### config.mk
export PLATFORM = sky130hd
export DESIGN_NAME = serializer_tx_scheduler
export DESIGN_NICKNAME = d
export VERILOG_FILES = /design/src/rtl/serializer_tx_scheduler.sv
export SDC_FILE = /design/constraint.sdc
export NUM_CORES = 1
export LEC_CHECK = 0
export ABC_AREA = 1
export CAP_MARGIN = 20
export CORE_ASPECT_RATIO = 0.5
export CORE_MARGIN = 2
export CORE_UTILIZATION = 30
export DETAILED_ROUTE_END_ITERATION = 10
export SKIP_CTS_REPAIR_TIMING = 1
export SLEW_MARGIN = 40
export SYNTH_ARGS = -nofsm -noshare
export SYNTH_HDL_FRONTEND = slang
export SYNTH_SLANG_ARGS = --single-unit
### constraint.sdc
create_clock -name i_Clk -period 2.7 [get_ports i_Clk]
set_input_delay 0.405 -clock i_Clk [delete_from_list [all_inputs] [get_ports i_Clk]]
set_output_delay 0.405 -clock i_Clk [all_outputs]
set_load 0.03 [all_outputs]
### src/rtl/serializer_tx_scheduler.sv
// Transmit-side word scheduler for an 8b/10b serializer: comma training burst,
// data/control round-robin arbitration per word slot, idle and periodic forced commas.
module serializer_tx_scheduler #(
    parameter int                  DATA_WIDTH   = 8,
    parameter int                  SLOT_CYCLES  = 1,
    parameter int                  TRAIN_LEN    = 16,
    parameter int                  COMMA_PERIOD = 256,
    parameter logic [DATA_WIDTH-1:0] COMMA_CODE = 8'hBC
) (
    input  logic                  i_Clk,
    input  logic                  i_Rst,
    input  logic                  i_Link_En,
    input  logic                  i_Data_Valid,
    input  logic [DATA_WIDTH-1:0] i_Data,
    output logic                  o_Data_Ready,
    input  logic                  i_Ctrl_Valid,
    input  logic [DATA_WIDTH-1:0] i_Ctrl,
    input  logic                  i_Ctrl_K,
    output logic                  o_Ctrl_Ready,
    output logic                  o_S_en,
    output logic [DATA_WIDTH-1:0] o_Tx_Data,
    output logic                  o_Tx_K,
    output logic                  o_Word_Strobe,
    output logic [1:0]            o_State,
    output logic                  o_Trained,
    output logic [15:0]           o_Data_Count
);

    localparam int SW = (SLOT_CYCLES > 1) ? $clog2(SLOT_CYCLES) : 1;
    localparam int TW = $clog2(TRAIN_LEN + 1);
    localparam int CW = (COMMA_PERIOD > 1) ? $clog2(COMMA_PERIOD) : 1;

    typedef enum logic [1:0] {
        S_OFF   = 2'd0,
        S_TRAIN = 2'd1,
        S_RUN   = 2'd2
    } state_t;

    state_t                state, state_nxt;
    logic [SW-1:0]         slot_cnt, slot_nxt;
    logic [TW-1:0]         train_cnt, train_nxt;
    logic [CW-1:0]         comma_cnt, comma_nxt;
    logic                  data_last, data_last_nxt;
    logic                  s_en_nxt, tx_k_nxt, strobe_nxt;
    logic [DATA_WIDTH-1:0] tx_data_nxt;
    logic [15:0]           count_nxt;
    logic                  boundary, forced, arb_slot, grant_data, grant_ctrl;

    // Arbitration is only open on a RUN boundary that is neither forced nor a link drop,
    // so a ready always coincides with a loaded grant.
    always_comb begin
        boundary   = (state != S_OFF) && (slot_cnt == '0);
        forced     = (COMMA_PERIOD != 0) && (comma_cnt == CW'(COMMA_PERIOD - 1));
        arb_slot   = boundary && (state == S_RUN) && i_Link_En && !forced;
        grant_ctrl = arb_slot && i_Ctrl_Valid && (!i_Data_Valid || data_last);
        grant_data = arb_slot && i_Data_Valid && (!i_Ctrl_Valid || !data_last);
    end

    assign o_Data_Ready = grant_data;
    assign o_Ctrl_Ready = grant_ctrl;
    assign o_State      = state;
    assign o_Trained    = (state == S_RUN);

    always_comb begin
        state_nxt     = state;
        slot_nxt      = slot_cnt;
        train_nxt     = train_cnt;
        comma_nxt     = comma_cnt;
        data_last_nxt = data_last;
        s_en_nxt      = o_S_en;
        tx_data_nxt   = o_Tx_Data;
        tx_k_nxt      = o_Tx_K;
        strobe_nxt    = 1'b0;
        count_nxt     = o_Data_Count;

        case (state)
            S_OFF: begin
                if (i_Link_En) begin
                    state_nxt = S_TRAIN;
                    slot_nxt  = '0;
                    s_en_nxt  = 1'b1;
                end
            end
            default: begin
                slot_nxt = (slot_cnt == SW'(SLOT_CYCLES - 1)) ? '0 : slot_cnt + 1'b1;
                if (boundary) begin
                    if (!i_Link_En) begin
                        state_nxt   = S_OFF;
                        slot_nxt    = '0;
                        train_nxt   = '0;
                        comma_nxt   = '0;
                        s_en_nxt    = 1'b0;
                        tx_data_nxt = '0;
                        tx_k_nxt    = 1'b0;
                    end else if (state == S_TRAIN) begin
                        tx_data_nxt = COMMA_CODE;
                        tx_k_nxt    = 1'b1;
                        strobe_nxt  = 1'b1;
                        train_nxt   = train_cnt + 1'b1;
                        if (train_cnt == TW'(TRAIN_LEN - 1)) state_nxt = S_RUN;
                    end else begin
                        strobe_nxt = 1'b1;
                        comma_nxt  = forced ? '0 : comma_cnt + 1'b1;
                        if (grant_ctrl) begin
                            tx_data_nxt   = i_Ctrl;
                            tx_k_nxt      = i_Ctrl_K;
                            data_last_nxt = 1'b0;
                        end else if (grant_data) begin
                            tx_data_nxt   = i_Data;
                            tx_k_nxt      = 1'b0;
                            data_last_nxt = 1'b1;
                            count_nxt     = o_Data_Count + 16'd1;
                        end else begin
                            tx_data_nxt = COMMA_CODE;
                            tx_k_nxt    = 1'b1;
                        end
                    end
                end
            end
        endcase
    end

    always_ff @(posedge i_Clk or posedge i_Rst) begin
        if (i_Rst) begin
            state         <= S_OFF;
            slot_cnt      <= '0;
            train_cnt     <= '0;
            comma_cnt     <= '0;
            data_last     <= 1'b1;
            o_S_en        <= 1'b0;
            o_Tx_Data     <= '0;
            o_Tx_K        <= 1'b0;
            o_Word_Strobe <= 1'b0;
            o_Data_Count  <= '0;
        end else begin
            state         <= state_nxt;
            slot_cnt      <= slot_nxt;
            train_cnt     <= train_nxt;
            comma_cnt     <= comma_nxt;
            data_last     <= data_last_nxt;
            o_S_en        <= s_en_nxt;
            o_Tx_Data     <= tx_data_nxt;
            o_Tx_K        <= tx_k_nxt;
            o_Word_Strobe <= strobe_nxt;
            o_Data_Count  <= count_nxt;
        end
    end

endmodule

==> reports/metrics.cfg, run 1 <==
[floorplanning]
fp.dieArea_um2 = 8870
io_pins = 54
die_w_um = 131
die_h_um = 67.6
core_area_um2 = 7910
rows = 23
start_util = 0.307

[layout]
antennaDiodeCount = 0
final_area_um2 = 3290
fill_cells = 820
drive_gt1_frac = 0.0873
synthToLayoutAreaGrowth_pct = 35.3
instances_no_fill = 490
finalNetCount = 405

[clock_network]
cts_tree = done
clock-sinks = 43
clockRootBuffer = clkbuf_16
insertion_delay_ns = 0.29
cts-htree-levels = 2
clkTransAtPathRegs_ns = 0.06
cts_max_path_buffers = 2
cts_buffers = 5

[setup_path]
critical_path.top_delay_family = buffers and inverters
crit_fanout = 7
crit_arrival_ns = 2.15
crit_chain = clkdlybuf4s50_1 > inv_1 > nor2_8 > nand3_4 > inv_1 > clkdlybuf4s50_1
crit_type = input pin to output pin
worst_setup_path_start_kind = input pin
crit_slowest_cell = clkdlybuf4s50_1
max_stage_delay_ns = 0.68
critical_path_buf_inv_count = 4
worstPathRequired_ns = 2.30
endpoint_kind = output pin

[global_route]
grt_first_pass_wirelength_um = 9230
antenna_found_initial = 0
grt_usage = 0.133
grt_overflow = 0
grt_pass1_vias = 1969
grt_start_max_net_pins = 28

[drt]
drc_errors = 0
via_per_inst = 4.31
drtIter0Drc = 91
drt-pass1-iter-count = 4
drt-total-wl_um = 5540
wl_per_cell_um = 11.3
vias = 2110
ant_nets = 0

[timing]
relSlewSlack = 0.612
layout_min_cycle_time_ns = 2.56
worst_pin_slew_ns = 0.581
setup_violations = 0
skew_ns = 0.00394
fin_hold_ws_ns = 0.478
tns_ns = 0
rsz0062_at_grt = no
max_freq_ghz = 0.391
report.final.slew_viol_count = 0
fin_crit_sh = 0.947
hold_viol = 0

[power_and_ir_drop]
irDropWorstVdd_v = 0.000535
power_frac_clock = 0.224
swShare = 0.415
power_switching_w = 0.00129
p_per_area_nw_per_um2 = 943
p_leak_nw = 1.53
power_frac_comb = 0.449
seqPwrFrac = 0.327
internal_power_w = 0.00181

[place]
dp_hpwl_um = 4290
gp_congestion = 0.823
io_buffers = 53
placed_area_um2 = 3120
dp_cells = 482

[yosys]
synthArstFlopShare = 1.00
synth_top_area_share = 0.433
ys_seq_elements = 43
synth_edf_count = 0
synth_nets = 342
ys_seq_area_frac = 0.444
synthCells = 314
syn_area_per_cell_um2 = 7.73
yosys_warnings = 0
yosys-top-cells-area = dfrtp_1 43%, nand2_1 17%, inv_1 5.3%
syn-cell-area_um2 = 2430
ys.flop_type = dfrtp_1
yosysTopAreaCell = dfrtp_1
synth_cell_types = 27

[worst_hold_path]
min_path_type = register to register

[run]
drv_cap = 0

[outcome]
status = completed

[per-layer routing]
layer  GRT usage  part of all wire  vias up
met5           0                 0        -
met4      0.0367            0.0049        0
met3      0.0383             0.031        4
met2       0.224              0.45       28
met1       0.170              0.51      953
li1            -                 -     1125
[worst min-delay path, stage by stage, from the launching register on]
cell and delay, ns:
dfrtp_1 0.34, nand2_1 0.05, nand2_1 0.06
[area by class of cell]
class	instances	area, um2	area share
clock buffer	5	125	0.0381
clock inverter	3	43.8	0.0133
inverter	37	139	0.0423
multi-input combinational	231	1190	0.361
sequential	43	1080	0.328
tap	112	140	0.0426
timing repair buffer	59	576	0.175
[flip-flops by register name, indices dropped and copies added, names as in the netlist]
name / cells
o_S_en: 1
o_Word_Strobe: 1
train_cnt: 5
o_State: 2
o_Tx_Data: 8
o_Data_Count: 16
data_last: 1
comma_cnt: 8
o_Tx_K: 1
[synthesized netlist by cell type, types with 4 or more instances]
cell type	instances
a21oi_1	5
dfrtp_1	42
ha_1	6
inv_1	34
nand2_1	111
nand3_1	14
nand4_1	7
nor2_1	32
o21ai_0	17
o21ai_1	4
o21ai_2	5
o22ai_1	4
xnor2_1	5
xor2_1	8
[cell families (layout without fill, tap and decap cells)]
kind of cell	Yosys count	in the layout	synth area share
flip-flops	43	43	0.444
AO/OA/AOI/OAI	38	38	0.0953
AND/OR/NAND/NOR	174	174	0.315
XOR/XNOR	13	13	0.0469
adder cells (fa/ha/maj)	6	6	0.0309
buffers and inverters	40	104	0.0680
[power groups by stage]
stage / logic [W] / clock network (W) / registers [W]
2_1_floorplan: 0.000573 / 0 / 0.00131
3_3_place_gp: 0.00139 / 0 / 0.00102
3_5_place_dp: 0.00141 / 0 / 0.00102
4_1_cts: 0.00141 / 0.000715 / 0.00102
5_1_grt: 0.00152 / 0.000744 / 0.00105
6_report: 0.00139 / 0.000695 / 0.00101
[layout by cell type (no fill, tap or decap)]
cell and count:
a21boi_1 1, a21oi_1 5, a21oi_4 1, a22o_1 1, buf_4 6, bufinv_16 1, clkbuf_16 5, clkdlybuf4s50_1 53
clkinv_2 1, clkinv_4 1, dfrtp_1 42, dfstp_2 1, ha_1 6, inv_1 33, inv_2 4, nand2_1 111
nand2_2 1, nand2_4 1, nand3_1 14, nand3_4 2, nand4_1 7, nor2_1 32, nor2_2 2, nor2_8 2
nor3_1 2, o21ai_0 17, o21ai_1 4, o21ai_2 5, o22ai_1 4, xnor2_1 5, xor2_1 8
[worst paths after layout]
path	startpoint	to	slack (ns)	depth (start not counted)
setup / recovery	i_Link_En	o_Data_Ready	0.14	6
hold / removal	o_Tx_Data[5]	o_Tx_Data[5]	0.48	2
setup reg to reg	o_State[1]	o_Data_Count[8]	0.88	8
hold reg to reg	o_Tx_Data[5]	o_Tx_Data[5]	0.48	2
max in group asynchronous	i_Rst	data_last	1.56	3
min in group asynchronous	i_Rst	comma_cnt[7]	0.50	2
[stage by stage]
stage / setup WS (ns) / utilization / total power, W
after global routing: 0.0109 / 0.415 / 0.00332
after detailed placement: 0.135 / 0.394 / 0.00243
final: 0.142 / 0.415 / 0.00310
after CTS: 0.131 / 0.415 / 0.00314
after global placement: 0.141 / 0.394 / 0.00242
after floorplan: 0.894 / - / 0.00188
Power figures use the tool's default switching activity.
==> run 2: changes to the inputs <==
--- a/config.mk
+++ b/config.mk
@@ -7,10 +7,14 @@
 export LEC_CHECK = 0
 export ABC_AREA = 1
 export CAP_MARGIN = 20
+export CELL_PAD_IN_SITES_DETAIL_PLACEMENT = 1
+export CELL_PAD_IN_SITES_GLOBAL_PLACEMENT = 1
 export CORE_ASPECT_RATIO = 0.5
 export CORE_MARGIN = 2
-export CORE_UTILIZATION = 30
+export CORE_UTILIZATION = 39
 export DETAILED_ROUTE_END_ITERATION = 10
+export PLACE_DENSITY_LB_ADDON = 0.1
+export SETUP_SLACK_MARGIN = 0.4
 export SKIP_CTS_REPAIR_TIMING = 1
 export SLEW_MARGIN = 40
 export SYNTH_ARGS = -nofsm -noshare
==> reports/metrics.cfg, run 2 (same netlist as run 1, synthesis figures left out) <==
[outcome]
status = completed  ; unchanged

[setup_path]
max_stage_delay_ns = 0.52  ; was 0.68 ns
crit_arrival_ns = 1.80  ; was 2.15 ns
critical_path_depth = 6  ; unchanged
r2r_slack_ns = 0.74  ; was 0.88 ns
rr_worst_depth = 10  ; was 8
crit_slowest_cell = clkdlybuf4s50_1  ; unchanged
crit_chain = clkdlybuf4s50_1 > inv_1 > nor2_8 > nand3_4 > inv_1 > dlymetal6s2s_1  ; was clkdlybuf4s50_1 > inv_1 > nor2_8 > nand3_4 > inv_1 > clkdlybuf4s50_1
critPathCapture = o_Data_Ready  ; unchanged
reg2reg_from = comma_cnt[0]  ; was o_State[1]
r2r-end = o_Data_Count[10]  ; was o_Data_Count[8]
crit_top_cell = inv_1
critical_path.top_delay_family = buffers and inverters  ; unchanged
worst_setup_path_start_kind = input pin  ; unchanged
crit_fanout = 7  ; unchanged
endpoint_kind = output pin  ; unchanged
crit_type = input pin to output pin  ; unchanged
worstPathRequired_ns = 2.30  ; about the same
worstSetupStartpoint = i_Link_En  ; unchanged
critical_path_buf_inv_count = 4  ; unchanged

[layout]
synthToLayoutAreaGrowth_pct = 33.2  ; was 35.3%
regMostFlops = o_Data_Count  ; unchanged
drive_gt1_frac = 0.0771  ; was 0.0873
largest_reg_flops = 16  ; unchanged
antennaDiodeCount = 0  ; unchanged
fill_cells = 747  ; was 820
top_regs = o_Data_Count x16, comma_cnt x8, o_Tx_Data x8  ; unchanged
final_cell_mix = 111 x nand2_1, 51 x clkdlybuf4s50_1, 42 x dfrtp_1  ; was 111 x nand2_1, 53 x clkdlybuf4s50_1, 42 x dfrtp_1
instances_no_fill = 464  ; was 490
finalNetCount = 403  ; was 405
final_common_cell = nand2_1  ; unchanged

[drt]
wl_per_cell_um = 14.0  ; was 11.3 um
drtIter0Drc = 54  ; was 91
drt-total-wl_um = 6480  ; was 5540 um
ant_nets = 0  ; unchanged
via_per_inst = 4.83  ; was 4.31
vias = 2241  ; was 2110
drt-pass1-iter-count = 4  ; unchanged
drc_errors = 0  ; unchanged

[clock_network]
insertion_delay_ns = 0.29  ; about the same
clkTransAtPathRegs_ns = 0.06  ; about the same
cts_tree = done  ; unchanged
cts_max_path_buffers = 2  ; unchanged
cts_buffers = 5  ; unchanged
clockRootBuffer = clkbuf_16  ; unchanged
clock-sinks = 43  ; unchanged
cts-htree-levels = 2  ; unchanged

[timing]
rsz0062_at_grt = yes  ; was no
hold_viol = 0  ; unchanged
max_freq_ghz = 0.454  ; was 0.391 GHz
setup_violations = 0  ; unchanged
worst_pin_slew_ns = 0.444  ; was 0.581 ns
fin_crit_sh = 0.816  ; was 0.947
relSlewSlack = 0.703  ; was 0.612
layout_min_cycle_time_ns = 2.20  ; was 2.56 ns
tns_ns = 0  ; unchanged
skew_ns = 0.00400  ; was 0.00394 ns
report.final.slew_viol_count = 0  ; unchanged

[floorplanning]
io_pins = 54  ; unchanged
fp.dieArea_um2 = 6910  ; was 8870 um2
die_w_um = 116  ; was 131 um
start_util = 0.403  ; was 0.307
die_h_um = 59.8  ; was 67.6 um
rows = 20  ; was 23
core_area_um2 = 6030  ; was 7910 um2

[global_route]
grt_usage = 0.209  ; was 0.133
grt_overflow = 0  ; unchanged
antenna_found_initial = 0  ; unchanged
grt_first_pass_wirelength_um = 11200  ; was 9230 um
grt_pass1_vias = 2394  ; was 1969
grt_start_max_net_pins = 34  ; was 28

[worst_hold_path]
min_path_type = input pin to async pin  ; was register to register

[power_and_ir_drop]
power_frac_clock = 0.209  ; was 0.224
internal_power_w = 0.00177  ; was 0.00181 W
swShare = 0.426  ; was 0.415
power_frac_comb = 0.458  ; was 0.449
seqPwrFrac = 0.334  ; was 0.327
power_switching_w = 0.00132  ; was 0.00129 W
p_per_area_nw_per_um2 = 954  ; was 943 nW/um2
finalPower_w = 0.00309  ; was 0.00310 W
p_leak_nw = 1.55  ; was 1.53 nW
irDropWorstVdd_v = 0.000546  ; was 0.000535 V

[run]
drv_cap = 0  ; unchanged

[place]
dp_hpwl_um = 4850  ; was 4290 um
io_buffers = 53  ; unchanged
gp_congestion = 0.759  ; was 0.823
dp_cells = 456  ; was 482

-- run 2: cell types whose count changed in the layout (fill, tap and decap cells not counted) --
cell	change
buf_4	-2
clkinv_4	-1
clkbuf_1	+1
clkinv_1	+1
clkinv_2	-1
bufinv_16	-1
inv_2	-1
clkdlybuf4s50_1	-2
dlymetal6s2s_1	+2
clkbuf_8	+2
-- run 2: power by group through the flow --
stage / registers, W / clock network [W] / logic [W]
floorplan: 0.00131 / 0 / 0.000573
global placement: 0.00102 / 0 / 0.00139
detailed placement: 0.00104 / 0 / 0.00142
CTS: 0.00103 / 0.000653 / 0.00143
global route: 0.00106 / 0.000682 / 0.00155
finish: 0.00103 / 0.000643 / 0.00141
-- run 2: routing by layer --
layer	GRT usage	up-vias	wire length [um]
li1	-	1110	-
met1	0.259	1097	2890
met2	0.377	24	3340
met3	0.0507	10	165
met4	0.0482	0	84
met5	0	-	0
-- run 2: stage by stage --
| stage | cell area (um2) | setup WS, ns | hold WS [ns] | util |
|---|---|---|---|---|
| 2_1_floorplan | 2430 | 0.894 | 0.479 | - |
| 3_3_place_gp | 3070 | 0.156 | 0.466 | 0.510 |
| 3_5_place_dp | 3070 | 0.105 | 0.473 | 0.510 |
| 4_1_cts | 3230 | 0.0987 | 0.387 | 0.535 |
| 5_1_grt | 3230 | 0.399 | 0.422 | 0.536 |
| 6_report | 3230 | 0.497 | 0.371 | 0.536 |
-- run 2: how the worst min path moves through the flow --
| stage | startpoint | endpoint | slack [ns] | cells after the start |
|---|---|---|---|---|
| finish | i_Rst | o_Data_Count[2] | 0.37 | 2 |
| global route | i_Rst | o_Data_Count[1] | 0.42 | 2 |
| CTS | i_Rst | o_Data_Count[8] | 0.39 | 2 |
| detailed placement | o_Tx_Data[3] | o_Tx_Data[3] | 0.47 | 2 |
| global placement | o_Tx_K | o_Tx_K | 0.47 | 2 |
| floorplan | train_cnt[0] | train_cnt[0] | 0.48 | 1 |
-- run 2: worst reg2reg max path, stage by stage, from the launching register on --
cell and delay, ns:
dfrtp_1 0.41, ha_1 0.22, nand2_1 0.12, nor2_2 0.08, nand2_4 0.14, nand3_4 0.08
buf_4 0.16, nor2_8 0.31, inv_2 0.16, nand2_1 0.11, nand2_1 0.06
-- run 2: layout make-up --
cell class                      count  area [um2]  area share
Timing Repair Buffer               57         566       0.175
Inverter                           37         139      0.0429
Tap cell                           88         110      0.0340
Sequential cell                    43        1080       0.333
Clock buffer                        8         156      0.0484
Multi-Input combinational cell    231        1190       0.367
